`src/rtl/stepper_pkg.sv`:
```
// stepper_pkg: shared state encoding and default widths for the stepper step generator
package stepper_pkg;

   typedef enum logic [2:0] {
      IDLE,
      SETUP,
      HIGH,
      LOW,
      DONE
   } state_e;

   localparam int STEP_W_DEF = 16;
   localparam int DIV_W_DEF  = 20;

endpackage

```
`src/rtl/step_rate_timer.sv`:
```
// step_rate_timer: loadable down-counter timing one phase; expire_o marks the phase's final cycle
module step_rate_timer
   import stepper_pkg::*;
#(
   parameter int DIV_W = DIV_W_DEF
) (
   input  logic             clk_i,
   input  logic             rst_n_i,
   input  logic             load_i,
   input  logic [DIV_W-1:0] load_val_i,
   output logic             expire_o
);

   logic [DIV_W-1:0] cnt_q, cnt_d;
   logic             run_q, run_d;

   assign expire_o = run_q && cnt_q == '0;

   // a load of N makes expire_o fire N cycles later, counting the load cycle's successor as the first
   always_comb begin
      cnt_d = load_i ? load_val_i - DIV_W'(1) : (run_q && cnt_q != '0) ? cnt_q - DIV_W'(1) : cnt_q;
      run_d = load_i || (run_q && cnt_q != '0);
   end

   // counter state register
   always_ff @(posedge clk_i or negedge rst_n_i)
      if (!rst_n_i) begin
         cnt_q <= '0;
         run_q <= 1'b0;
      end else begin
         cnt_q <= cnt_d;
         run_q <= run_d;
      end

endmodule

```
`src/rtl/stepper_step_gen.sv`:
```
// stepper_step_gen: STEP/DIR pulse generator issuing exactly N timed step pulses per move command
// Optional linear trapezoid ramp is built when STEPGEN_RAMP_EN is defined.
module stepper_step_gen
   import stepper_pkg::*;
#(
   parameter int STEP_W        = STEP_W_DEF,
   parameter int DIV_W         = DIV_W_DEF,
   parameter int PULSE_HI_CYC  = 100,
   parameter int DIR_SETUP_CYC = 50,
   parameter int HOLD_EN       = 1
`ifdef STEPGEN_RAMP_EN
   ,
   parameter int RAMP_START_DIV = 500000,
   parameter int RAMP_STEP      = 25000
`endif
) (
   input  logic              Clock50MHz,
   input  logic              Reset_n,
   input  logic              start_i,
   input  logic [STEP_W-1:0] steps_i,
   input  logic [DIV_W-1:0]  period_i,
   input  logic              dir_i,
   input  logic              abort_i,
   output logic              step_o,
   output logic              dir_o,
   output logic              drv_en_n_o,
   output logic              busy_o,
   output logic              done_o,
   output logic [STEP_W-1:0] steps_done_o
);

   localparam logic [DIV_W-1:0] HI_LEN    = DIV_W'(PULSE_HI_CYC);
   localparam logic [DIV_W-1:0] MIN_PER   = DIV_W'(2 * PULSE_HI_CYC);
   localparam logic [DIV_W-1:0] SETUP_LEN = DIV_W'(DIR_SETUP_CYC);

   state_e            state_q, state_d;
   logic [STEP_W-1:0] target_q, cnt_q;
   logic [DIV_W-1:0]  period_q, per_w, period_in_w, tmr_val_w;
   logic              dir_q, drv_en_n_q, busy_q, done_q, step_q, abort_q;
   logic              accept_w, zero_w, abort_w, expire_w, tmr_load_w, stepped_w;

   assign accept_w    = state_q == IDLE && start_i && steps_i != '0;
   assign zero_w      = state_q == IDLE && start_i && steps_i == '0;
   assign abort_w     = abort_i || abort_q;
   assign stepped_w   = state_q == HIGH && state_d == LOW;
   assign period_in_w = period_i < MIN_PER ? MIN_PER : period_i;

   assign step_o       = step_q;
   assign dir_o        = dir_q;
   assign drv_en_n_o   = drv_en_n_q;
   assign busy_o       = busy_q;
   assign done_o       = done_q;
   assign steps_done_o = cnt_q;

   // phase sequencing; an abort only short-cuts SETUP, a running pulse always finishes its low time
   always_comb begin
      state_d = state_q;
      case (state_q)
         IDLE:    state_d = accept_w ? SETUP : IDLE;
         SETUP:   state_d = abort_w ? DONE : expire_w ? HIGH : SETUP;
         HIGH:    state_d = expire_w ? LOW : HIGH;
         LOW:     state_d = !expire_w ? LOW : (cnt_q == target_q || abort_w) ? DONE : HIGH;
         DONE:    state_d = IDLE;
         default: state_d = IDLE;
      endcase
   end

   assign tmr_load_w = state_d != state_q && (state_d == SETUP || state_d == HIGH || state_d == LOW);
   assign tmr_val_w  = state_d == SETUP ? SETUP_LEN : state_d == HIGH ? HI_LEN : per_w - HI_LEN;

   step_rate_timer #(
      .DIV_W(DIV_W)
   ) u_timer (
      .clk_i     (Clock50MHz),
      .rst_n_i   (Reset_n),
      .load_i    (tmr_load_w),
      .load_val_i(tmr_val_w),
      .expire_o  (expire_w)
   );

   // state, latched command and registered pin/handshake outputs
   always_ff @(posedge Clock50MHz or negedge Reset_n)
      if (!Reset_n) begin
         state_q    <= IDLE;
         target_q   <= '0;
         period_q   <= '0;
         cnt_q      <= '0;
         dir_q      <= 1'b0;
         drv_en_n_q <= 1'b1;
         busy_q     <= 1'b0;
         done_q     <= 1'b0;
         step_q     <= 1'b0;
         abort_q    <= 1'b0;
      end else begin
         state_q <= state_d;
         step_q  <= state_d == HIGH;
         done_q  <= state_d == DONE || zero_w;
         abort_q <= state_q == DONE ? 1'b0 : abort_q || (busy_q && abort_i);
         if (accept_w) begin
            target_q   <= steps_i;
            period_q   <= period_in_w;
            dir_q      <= dir_i;
            drv_en_n_q <= 1'b0;
            busy_q     <= 1'b1;
            cnt_q      <= '0;
         end else begin
            if (stepped_w)
               cnt_q <= cnt_q + STEP_W'(1);
            if (state_q == DONE) begin
               busy_q <= 1'b0;
               if (HOLD_EN == 0)
                  drv_en_n_q <= 1'b1;
            end
         end
      end

`ifdef STEPGEN_RAMP_EN
   logic [DIV_W-1:0]  cur_q, cur_d, top_w, rstart_w, rstep_w;
   logic [STEP_W-1:0] rcnt_q, rcnt_d, rem_w;
   logic [DIV_W:0]    up_w;

   assign rstart_w = DIV_W'(RAMP_START_DIV);
   assign rstep_w  = DIV_W'(RAMP_STEP);
   assign top_w    = rstart_w > period_q ? rstart_w : period_q;
   assign up_w     = {1'b0, cur_q} + {1'b0, rstep_w};
   assign rem_w    = target_q - cnt_q - STEP_W'(1);
   assign per_w    = cur_q;

   // after each step: decelerate once the remaining steps fit the ramp built so far, else accelerate to target
   always_comb begin
      cur_d  = cur_q;
      rcnt_d = rcnt_q;
      if (accept_w) begin
         cur_d  = rstart_w > period_in_w ? rstart_w : period_in_w;
         rcnt_d = '0;
      end else if (stepped_w) begin
         if (rcnt_q != '0 && rem_w <= rcnt_q) begin
            cur_d  = up_w > {1'b0, top_w} ? top_w : up_w[DIV_W-1:0];
            rcnt_d = rcnt_q - STEP_W'(1);
         end else if (cur_q > period_q) begin
            cur_d  = cur_q - period_q > rstep_w ? cur_q - rstep_w : period_q;
            rcnt_d = rcnt_q + STEP_W'(1);
         end
      end
   end

   // ramp period and ramp depth registers
   always_ff @(posedge Clock50MHz or negedge Reset_n)
      if (!Reset_n) begin
         cur_q  <= '0;
         rcnt_q <= '0;
      end else begin
         cur_q  <= cur_d;
         rcnt_q <= rcnt_d;
      end
`else
   assign per_w = period_q;
`endif

endmodule

```
`config.mk`:
```
export PLATFORM = sky130hd
export DESIGN_NAME = stepper_step_gen
export DESIGN_NICKNAME = d
export VERILOG_FILES = /design/src/rtl/stepper_pkg.sv /design/src/rtl/step_rate_timer.sv /design/src/rtl/stepper_step_gen.sv
export SDC_FILE = /design/constraint.sdc
export NUM_CORES = 1
export LEC_CHECK = 0
export CAP_MARGIN = 20
export CORE_UTILIZATION = 57
export DETAILED_ROUTE_END_ITERATION = 16
export PLACE_DENSITY = 0.9
export REMOVE_ABC_BUFFERS = 1
export SLEW_MARGIN = 15
export SYNTH_ARGS = -nofsm -noshare
export SYNTH_HDL_FRONTEND = slang
export SYNTH_SLANG_ARGS = --single-unit
export TNS_END_PERCENT = 30
```
`constraint.sdc`:
```
create_clock -name Clock50MHz -period 5 [get_ports Clock50MHz]
set_input_delay 0.75 -clock Clock50MHz [delete_from_list [all_inputs] [get_ports Clock50MHz]]
set_output_delay 0.75 -clock Clock50MHz [all_outputs]
set_load 0.01 [all_outputs]
```
==> results.cfg, run 1 <==
[outcome]
outcome = finished clean

[yosys]
synth_area_leaders = dfrtp_1 39%, nand2_1 9.2%, xnor2_1 7.1%
yosysTopAreaCell = dfrtp_1
synthArstFlopShare_pct = 100
syn_avg_cell_area_um2 = 8.64
ys_seq_area_share_pct = 39.8
synth_ff_type = dfrtp_1
netlist_area_um2 = 5160
ys_warn_count = 0
synth-edff-count = 0
ys_types = 75
yosysTopAreaCellShare_pct = 39.3
postSynthCellCount = 597
ys_seq_elements = 82

[setup_path]
arrival_ps = 4810
reg2reg_to = u_timer.cnt_q[14]
cp-end-kind = flop
worst_setup_path_start_kind = flop
required_ps = 5260
rrSetupSlack_ps = 450
r2r_start = u_timer.cnt_q[1]
crit_type = flop to flop
crit_fanout = 11
reg2reg_depth = 16

[sta]
max_freq_mhz = 220
tns_ps = 0
worst_slack_ps = 449
finalHoldViolations = 0
rsz0062_at_grt = no
period_minus_slack_ps = 4550
drv_slew = 0
fin_crit_sh_pct = 91.0
relSlewSlack_pct = 50.8
setup_violations = 0
finClkSkew_ps = 9.93
whs_ps = 242
worst_pin_slew_ps = 735

[routing]
dr.first_iter.drc_count = 413
postRouteAntennaNets = 0
drc = 0
via_per_inst = 6.26
first_pass_iters = 5
vias = 4807
wl_per_cell_um = 17.7
wirelength_um = 13600

[clocking]
clk_pin_slew_ps = 100
cts.path.max_buffers = 2
htreeDepth = 3
postCtsSetupBuffers = 0
cts.repair.resized = 0
clkLatencyLatePin_ps = 380
cts.sinks = 82
cts_root_buf = clkbuf_8
cts-hold-fix-buffers = 0
tritoncts = built
cts_buffers = 9

[finish]
nets = 699
layout_commonest_cell = nand2_1
antenna_cells = 0
drive_above_1_share_pct = 8.94
postLayoutCoreUtil_pct = 69.7
final_cell_mix = 127 x nand2_1, 81 x dfrtp_1, 60 x clkdlybuf4s50_1, 45 x nor2_1, 42 x xnor2_1
layout-area-overhead-vs-synth_pct = 17.9
final_area_um2 = 6080
finalNonFillerCells = 768

[placement]
post-place-ws_ps = 195
dpl.cell_count = 751
gp_congestion = 0.905
io_buffers = 61
dp_hpwl_um = 9660
place_area_um2 = 5860

[die]
io_pins = 62
dieHeight_um = 97.1
core_area_um2 = 8720
fp.dieArea_um2 = 9430
initial_core_util_pct = 59.1
core.rowCount = 34
die_w_um = 97.1

[grt]
gr-total-overflow = 0
antenna_found_initial = 0
grt_usage_pct = 29.9
grt_max_degree = 83
grt_pass1_vias = 4604
grt_pass1_wl_um = 22800

[power]
power.leakage_nw = 2.56
power_density_nw_per_um2 = 198
vdd_drop_max_uv = 143
finalPower_mw = 1.21

[hold_path]
min_path_type = input pin to asynchronous set/reset pin

[flow_run]
cap_viol_max_count = 0
[critical path, stage by stage (launching register included)]
cell and delay [ps]:
dfrtp_1 420, nor3_2 440, nand3_2 300, nor2_4 260, mux2_2 430, and2_4 180
a21o_1 210, buf_4 180, a21oi_1 210, ha_1 260, nor3b_1 300, and2_1 190
a311oi_2 80, o21bai_4 270, or3_1 390, a221oi_2 240, a21oi_1 70
[synth_stat cells, types with 10 or more instances]
| master | number |
|---|---|
| nor4_1 | 16 |
| nand4_1 | 10 |
| inv_1 | 13 |
| a21oi_1 | 21 |
| nor2_1 | 45 |
| xor2_1 | 22 |
| o21ai_0 | 25 |
| dfrtp_1 | 81 |
| clkbuf_1 | 17 |
| mux2i_1 | 11 |
| nand2_1 | 127 |
| xnor2_1 | 42 |
| nand3_1 | 19 |
| and3_1 | 11 |
| nor3_1 | 15 |
[how the worst max path moves through the flow]
stage                      from                 to  slack [ps]
3_3_place_gp        steps_i[10]  u_timer.cnt_q[14]         310
3_5_place_dp        steps_i[10]  u_timer.cnt_q[14]         200
4_1_cts        u_timer.cnt_q[1]  u_timer.cnt_q[14]         530
5_1_grt        u_timer.cnt_q[1]  u_timer.cnt_q[14]         110
2_1_floorplan        steps_i[2]  u_timer.cnt_q[14]          30
6_report       u_timer.cnt_q[1]  u_timer.cnt_q[14]         450
[cells by family (layout without fill, tap and decap cells)]
group / after synthesis / in the layout / synth area share (%)
compound gates: 105 / 105 / 14.4
flops: 82 / 82 / 39.8
xor+xnor: 64 / 64 / 10.9
buf+inv: 38 / 101 / 3.11
mux: 13 / 13 / 2.64
fa+ha+maj: 3 / 3 / 0.728
simple gates: 292 / 292 / 28.4
[cell type report]
| class | count | area [um^2] |
|---|---|---|
| clock buffers | 9 | 124 |
| clock inverters | 7 | 67.6 |
| fillers | 616 | 2640 |
| inverters | 14 | 52.6 |
| multi-input cells | 477 | 2940 |
| flip-flops and latches | 82 | 2050 |
| well taps | 108 | 135 |
| repair buffers | 71 | 703 |
[power breakdown]
group / internal (mW) / total, mW / switching, mW
clock network: 0.196 / 0.490 / 0.293
registers: 0.663 / 0.663 / 0.0000000000000000292
logic: 0.0307 / 0.0531 / 0.0224
total: 0.890 / 1.21 / 0.316
[flip-flops by register name, summed over array words and instances, names as in the netlist]
name	cells
per_w	20
u_timer.cnt_q	20
steps_done_o	16
target_q	16
state_q	3
abort_q	1
busy_o	1
dir_o	1
done_o	1
drv_en_n_o	1
step_o	1
u_timer.run_q	1
[routing by layer]
metal	GRT usage [%]	vias to the layer above	routed length [um]
met5	0	-	0
met4	11.4	0	275
met3	3.88	29	1050
met2	47.3	244	6460
met1	42.0	2323	5820
li1	-	2211	-
(Power assumes the default switching activity.)
==> inputs of run 2 (changes only) <==
==> constraint.sdc (replaced) <==
create_clock -name Clock50MHz -period 5 [get_ports Clock50MHz]
set_input_delay 0.5 -clock Clock50MHz [delete_from_list [all_inputs] [get_ports Clock50MHz]]
set_output_delay 0.5 -clock Clock50MHz [all_outputs]
set_load 0.01 [all_outputs]
==> results.cfg, run 2 (same netlist as run 1, synthesis figures left out) <==
[setup_path]
crit_path_start = u_timer.cnt_q[5]
crit_type = flop to flop
max_stage_delay_ps = 480
crit_end = u_timer.cnt_q[16]
required_ps = 5240
crit_fanout = 9
cp-end-kind = flop
cp_cell_sequence = nor4_2 > nand4_1 > nor2_4 > mux2_2 > and2_4 > a21o_1 > a21oi_1 > ha_1 > nor3b_1 > and2_1 > a311oi_2 > o21bai_4 > nor4_1 > mux2i_1 > o21ai_1
rrSetupSlack_ps = 570
reg2reg_to = u_timer.cnt_q[16]
worst_setup_path_start_kind = flop
slowest_stage = dfrtp_1
arrival_ps = 4670
reg2reg_depth = 15
r2r_start = u_timer.cnt_q[5]

[placement]
post-place-ws_ps = 330
io_buffers = 61
gp_congestion = 0.939
dp_hpwl_um = 9810

[sta]
tns_ps = 0
worst_slack_ps = 568
drv_slew = 0
max_freq_mhz = 226
finalHoldViolations = 0
setup_violations = 0
fin_crit_sh_pct = 88.6
period_minus_slack_ps = 4430
worst_pin_slew_ps = 806
relSlewSlack_pct = 46.0
rsz0062_at_grt = no
finClkSkew_ps = 15.7

[grt]
grt_usage_pct = 30.1
grt_max_degree = 83
gr-total-overflow = 0
grt_pass1_wl_um = 23000
antenna_found_initial = 0
grt_pass1_vias = 4683

[power]
p_int_mw = 0.941
p_clk_share_pct = 41.4
power.switching_mw = 0.280
finalPower_mw = 1.22
switching_share_pct = 22.9
seqPwrFrac_pct = 54.3
power.leakage_nw = 2.56
power_density_nw_per_um2 = 201
pwr-share-comb_pct = 4.3
vdd_drop_max_uv = 142

[clocking]
cts_root_buf = clkbuf_8
cts_buffers = 9
cts-hold-fix-buffers = 0
clk_pin_slew_ps = 90
htreeDepth = 3
cts.path.max_buffers = 2
tritoncts = built
postCtsSetupBuffers = 0
clkLatencyLatePin_ps = 350
cts.repair.resized = 0
cts.sinks = 82

[finish]
layout_commonest_cell = nand2_1
final_cell_mix = 127 x nand2_1, 81 x dfrtp_1, 60 x clkdlybuf4s50_1, 45 x nor2_1, 42 x xnor2_1
layout-area-overhead-vs-synth_pct = 18.0
nets = 698
regArea_um2 = 2050
fill_cells = 647
antenna_cells = 0
multi_input_area_um2 = 2940
drive_above_1_share_pct = 8.65

[routing]
first_pass_iters = 8
postRouteAntennaNets = 0
drc = 0
vias = 4798
wirelength_um = 13600
wl_per_cell_um = 17.7
dr.first_iter.drc_count = 402
via_per_inst = 6.26

[outcome]
outcome = finished clean

[flow_run]
cap_viol_max_count = 0

[die]
core_area_um2 = 8720
initial_core_util_pct = 59.1
fp.dieArea_um2 = 9430
core.rowCount = 34
die_w_um = 97.1
dieHeight_um = 97.1
io_pins = 62

[hold_path]
min_path_type = input pin to asynchronous set/reset pin
## run 2: area by class of cell
class                   instances  share of cell area (%)
clock buffers                  11                    2.32
clock inverters                 5                    1.03
inverters                      14                   0.864
multi-input cells             477                    48.4
flip-flops and latches         82                    33.8
well taps                     108                    2.22
repair buffers                 70                    11.4
## run 2: worst min-delay path by stage
stage	start	to	slack, ps	depth (start not counted)
CTS	Reset_n	abort_q	360	1
global placement	dir_o	dir_o	470	2
finish	Reset_n	state_q[2]	50	1
detailed placement	dir_o	dir_o	480	2
floorplan	Reset_n	abort_q	200	0
global route	Reset_n	state_q[2]	60	1
## run 2: worst max-delay path: cells and delay by family, from the launching register on
family | cells | cell delay, ps
flops | 1 | 480
mux | 2 | 660
simple gates | 7 | 1980
fa+ha+maj | 1 | 270
compound gates | 5 | 920
## run 2: stage by stage
stage | cells | utilization (%) | instance area (um^2) | hold WS, ps
after floorplan | 573 | - | 5050 | 204
after global placement | 750 | 67.1 | 5850 | 471
after detailed placement | 750 | 67.1 | 5850 | 482
after CTS | 766 | 69.4 | 6060 | 360
after global routing | 767 | 69.8 | 6080 | 61.9
final | 767 | 69.8 | 6080 | 47.4
## run 2: per-layer routing
| metal | global-route usage (%) | wire length [um] | vias to the layer above |
|---|---|---|---|
| li1 | - | - | 2217 |
| met2 | 49.5 | 6650 | 250 |
| met5 | 0 | 0 | - |
| met1 | 40.1 | 5730 | 2300 |
| met3 | 4.68 | 974 | 31 |
| met4 | 11.6 | 254 | 0 |
## run 2: power by group through the flow
| stage | registers [mW] | clock network (mW) | logic (mW) |
|---|---|---|---|
| floorplan | 0.676 | 0 | 0.00167 |
| global placement | 0.676 | 0 | 0.0498 |
| detailed placement | 0.676 | 0 | 0.0509 |
| CTS | 0.663 | 0.508 | 0.0510 |
| global route | 0.663 | 0.535 | 0.0584 |
| finish | 0.663 | 0.505 | 0.0528 |
==> inputs of run 3 (changes only) <==
--- a/config.mk
+++ b/config.mk
@@ -6,9 +6,9 @@
 export NUM_CORES = 1
 export LEC_CHECK = 0
 export CAP_MARGIN = 20
-export CORE_UTILIZATION = 57
+export CORE_UTILIZATION = 35
 export DETAILED_ROUTE_END_ITERATION = 16
-export PLACE_DENSITY = 0.9
+export PLACE_DENSITY = 0.63
 export REMOVE_ABC_BUFFERS = 1
 export SLEW_MARGIN = 15
 export SYNTH_ARGS = -nofsm -noshare
==> results.cfg, run 3 (same netlist as run 1, synthesis figures left out) <==
[power]
finalPower_mw = 1.40
power.switching_mw = 0.315
power_density_nw_per_um2 = 224
p_clk_share_pct = 49.1
power.leakage_nw = 2.61
seqPwrFrac_pct = 47.3
switching_share_pct = 22.4
p_int_mw = 1.09
vdd_drop_max_uv = 132
pwr-share-comb_pct = 3.6

[setup_path]
crit_fanout = 9
worst_setup_path_start_kind = input pin
arrival_ps = 4660
r2r_start = u_timer.cnt_q[3]
max_stage_delay_ps = 430
path_buf_inv = 1
cp-end-kind = flop
rrSetupSlack_ps = 620
cpMostUsedCell = a21oi_1
critPathTopFamily = simple AND/OR/NAND/NOR gates
cp_cell_sequence = clkdlybuf4s50_1 > nor4_1 > nand4_1 > and2_2 > a31oi_2 > a21o_1 > a211oi_1 > a21oi_1 > ha_1 > nor3b_1 > and2_1 > a311oi_2 > o21bai_4 > or3_1 > a221oi_2 > a21oi_1
required_ps = 5220
reg2reg_to = u_timer.cnt_q[18]
crit_cells = 16
slowest_stage = clkdlybuf4s50_1
reg2reg_depth = 16
crit_type = input pin to flop

[grt]
grt_pass1_vias = 4261
grt_usage_pct = 18.4
antenna_found_initial = 0
gr-total-overflow = 0
grt_max_degree = 66
grt_pass1_wl_um = 21600

[routing]
first_pass_iters = 5
top_layer_used = met4
via_per_inst = 5.34
met1Wirelength_um = 6370
met3_length_um = 645
drc = 0
postRouteAntennaNets = 0
vias = 4494
wl_per_cell_um = 15.8
dr.first_iter.drc_count = 270
wl_met2_um = 6050
wirelength_um = 13300

[clocking]
clkLatencyLatePin_ps = 340
cts-hold-fix-buffers = 0
cts.repair.resized = 0
tritoncts = built
postCtsSetupBuffers = 0
htreeDepth = 3
cts.path.max_buffers = 2
clk_pin_slew_ps = 70
cts.sinks = 82
cts_root_buf = clkbuf_16
cts_buffers = 9

[sta]
fin_crit_sh_pct = 88.7
relSlewSlack_pct = 45.7
rsz0062_at_grt = no
drv_slew = 0
finalHoldViolations = 0
finClkSkew_ps = 6.77
tns_ps = 0
worst_pin_slew_ps = 815
max_freq_mhz = 226
setup_violations = 0
worst_slack_ps = 566
period_minus_slack_ps = 4430

[finish]
layout-area-overhead-vs-synth_pct = 21.7
drive_above_1_share_pct = 9.23
nets = 700
layout_commonest_cell = nand2_1
final_cell_mix = 127 x nand2_1, 81 x dfrtp_1, 60 x clkdlybuf4s50_1, 45 x nor2_1, 42 x xnor2_1
antenna_cells = 0

[die]
core.rowCount = 43
dieHeight_um = 123
die_w_um = 123
initial_core_util_pct = 36.4
fp.dieArea_um2 = 15200
core_area_um2 = 14100
io_pins = 62

[hold_path]
min_path_type = input pin to asynchronous set/reset pin

[placement]
io_buffers = 61
gp_congestion = 0.872
dp_hpwl_um = 9920
post-place-ws_ps = 295

[flow_run]
cap_viol_max_count = 0

[outcome]
outcome = finished clean
==> run 3: cell types whose count changed in the layout (fill, tap and decap cells not counted), moves of 2 or more <==
cell / before / now
clkbuf_8: 10 / 0
clkbuf_16: 0 / 9
buf_4: 9 / 12
inv_6: 1 / 3
==> run 3: stage by stage <==
step	std cells	util, %	instance area [um^2]	hold WS [ps]
floorplan	573	-	5050	204
global placement	825	42.2	5970	384
detailed placement	825	42.2	5970	384
CTS	841	44.3	6270	15.2
global route	841	44.3	6270	30.2
finish	841	44.3	6270	14.8
==> run 3: how the worst max path moves through the flow <==
stage,startpoint,to,slack [ps]
after global routing,steps_i[1],u_timer.cnt_q[16],270
after floorplan,state_q[2],u_timer.cnt_q[14],220
after global placement,steps_i[1],u_timer.cnt_q[14],330
after detailed placement,steps_i[1],u_timer.cnt_q[14],290
after CTS,steps_i[1],u_timer.cnt_q[14],620
final,steps_i[1],u_timer.cnt_q[14],570
==> run 3: area by class of cell <==
type | count | area (um^2)
clock buffer | 9 | 225
clock inverter | 7 | 82.6
fill | 1397 | 7880
inverter | 14 | 52.6
multi-input combinational | 477 | 2940
sequential | 82 | 2050
tap | 180 | 225
timing repair buffer | 72 | 691
==> run 3: worst reg2reg max path, cell delays in order, from the launching register on <==
cell      delay (ps)
dfrtp_1          440
nor4_2           380
nand3_2          230
nor2_4           250
mux2_2           420
and2_4           180
and3_1           250
a211oi_1         230
a21oi_1           80
ha_1             270
nor3b_1          180
and2_1           170
a311oi_2         400
o21bai_4         280
a21oi_1          130
and3_1           210
o31ai_1          200
==> run 3: power groups by stage <==
stage | clock [mW] | combinational, mW | sequential, mW
2_1_floorplan | 0 | 0.00167 | 0.676
3_3_place_gp | 0 | 0.0508 | 0.676
3_5_place_dp | 0 | 0.0515 | 0.676
4_1_cts | 0.701 | 0.0516 | 0.663
5_1_grt | 0.729 | 0.0555 | 0.663
6_report | 0.689 | 0.0502 | 0.663
==> run 3: metal layers <==
layer | global-route usage, % | vias up
met5 | 0 | -
met4 | 6.93 | 0
met3 | 2.68 | 17
met2 | 28.1 | 126
met1 | 26.2 | 2140
li1 | - | 2211
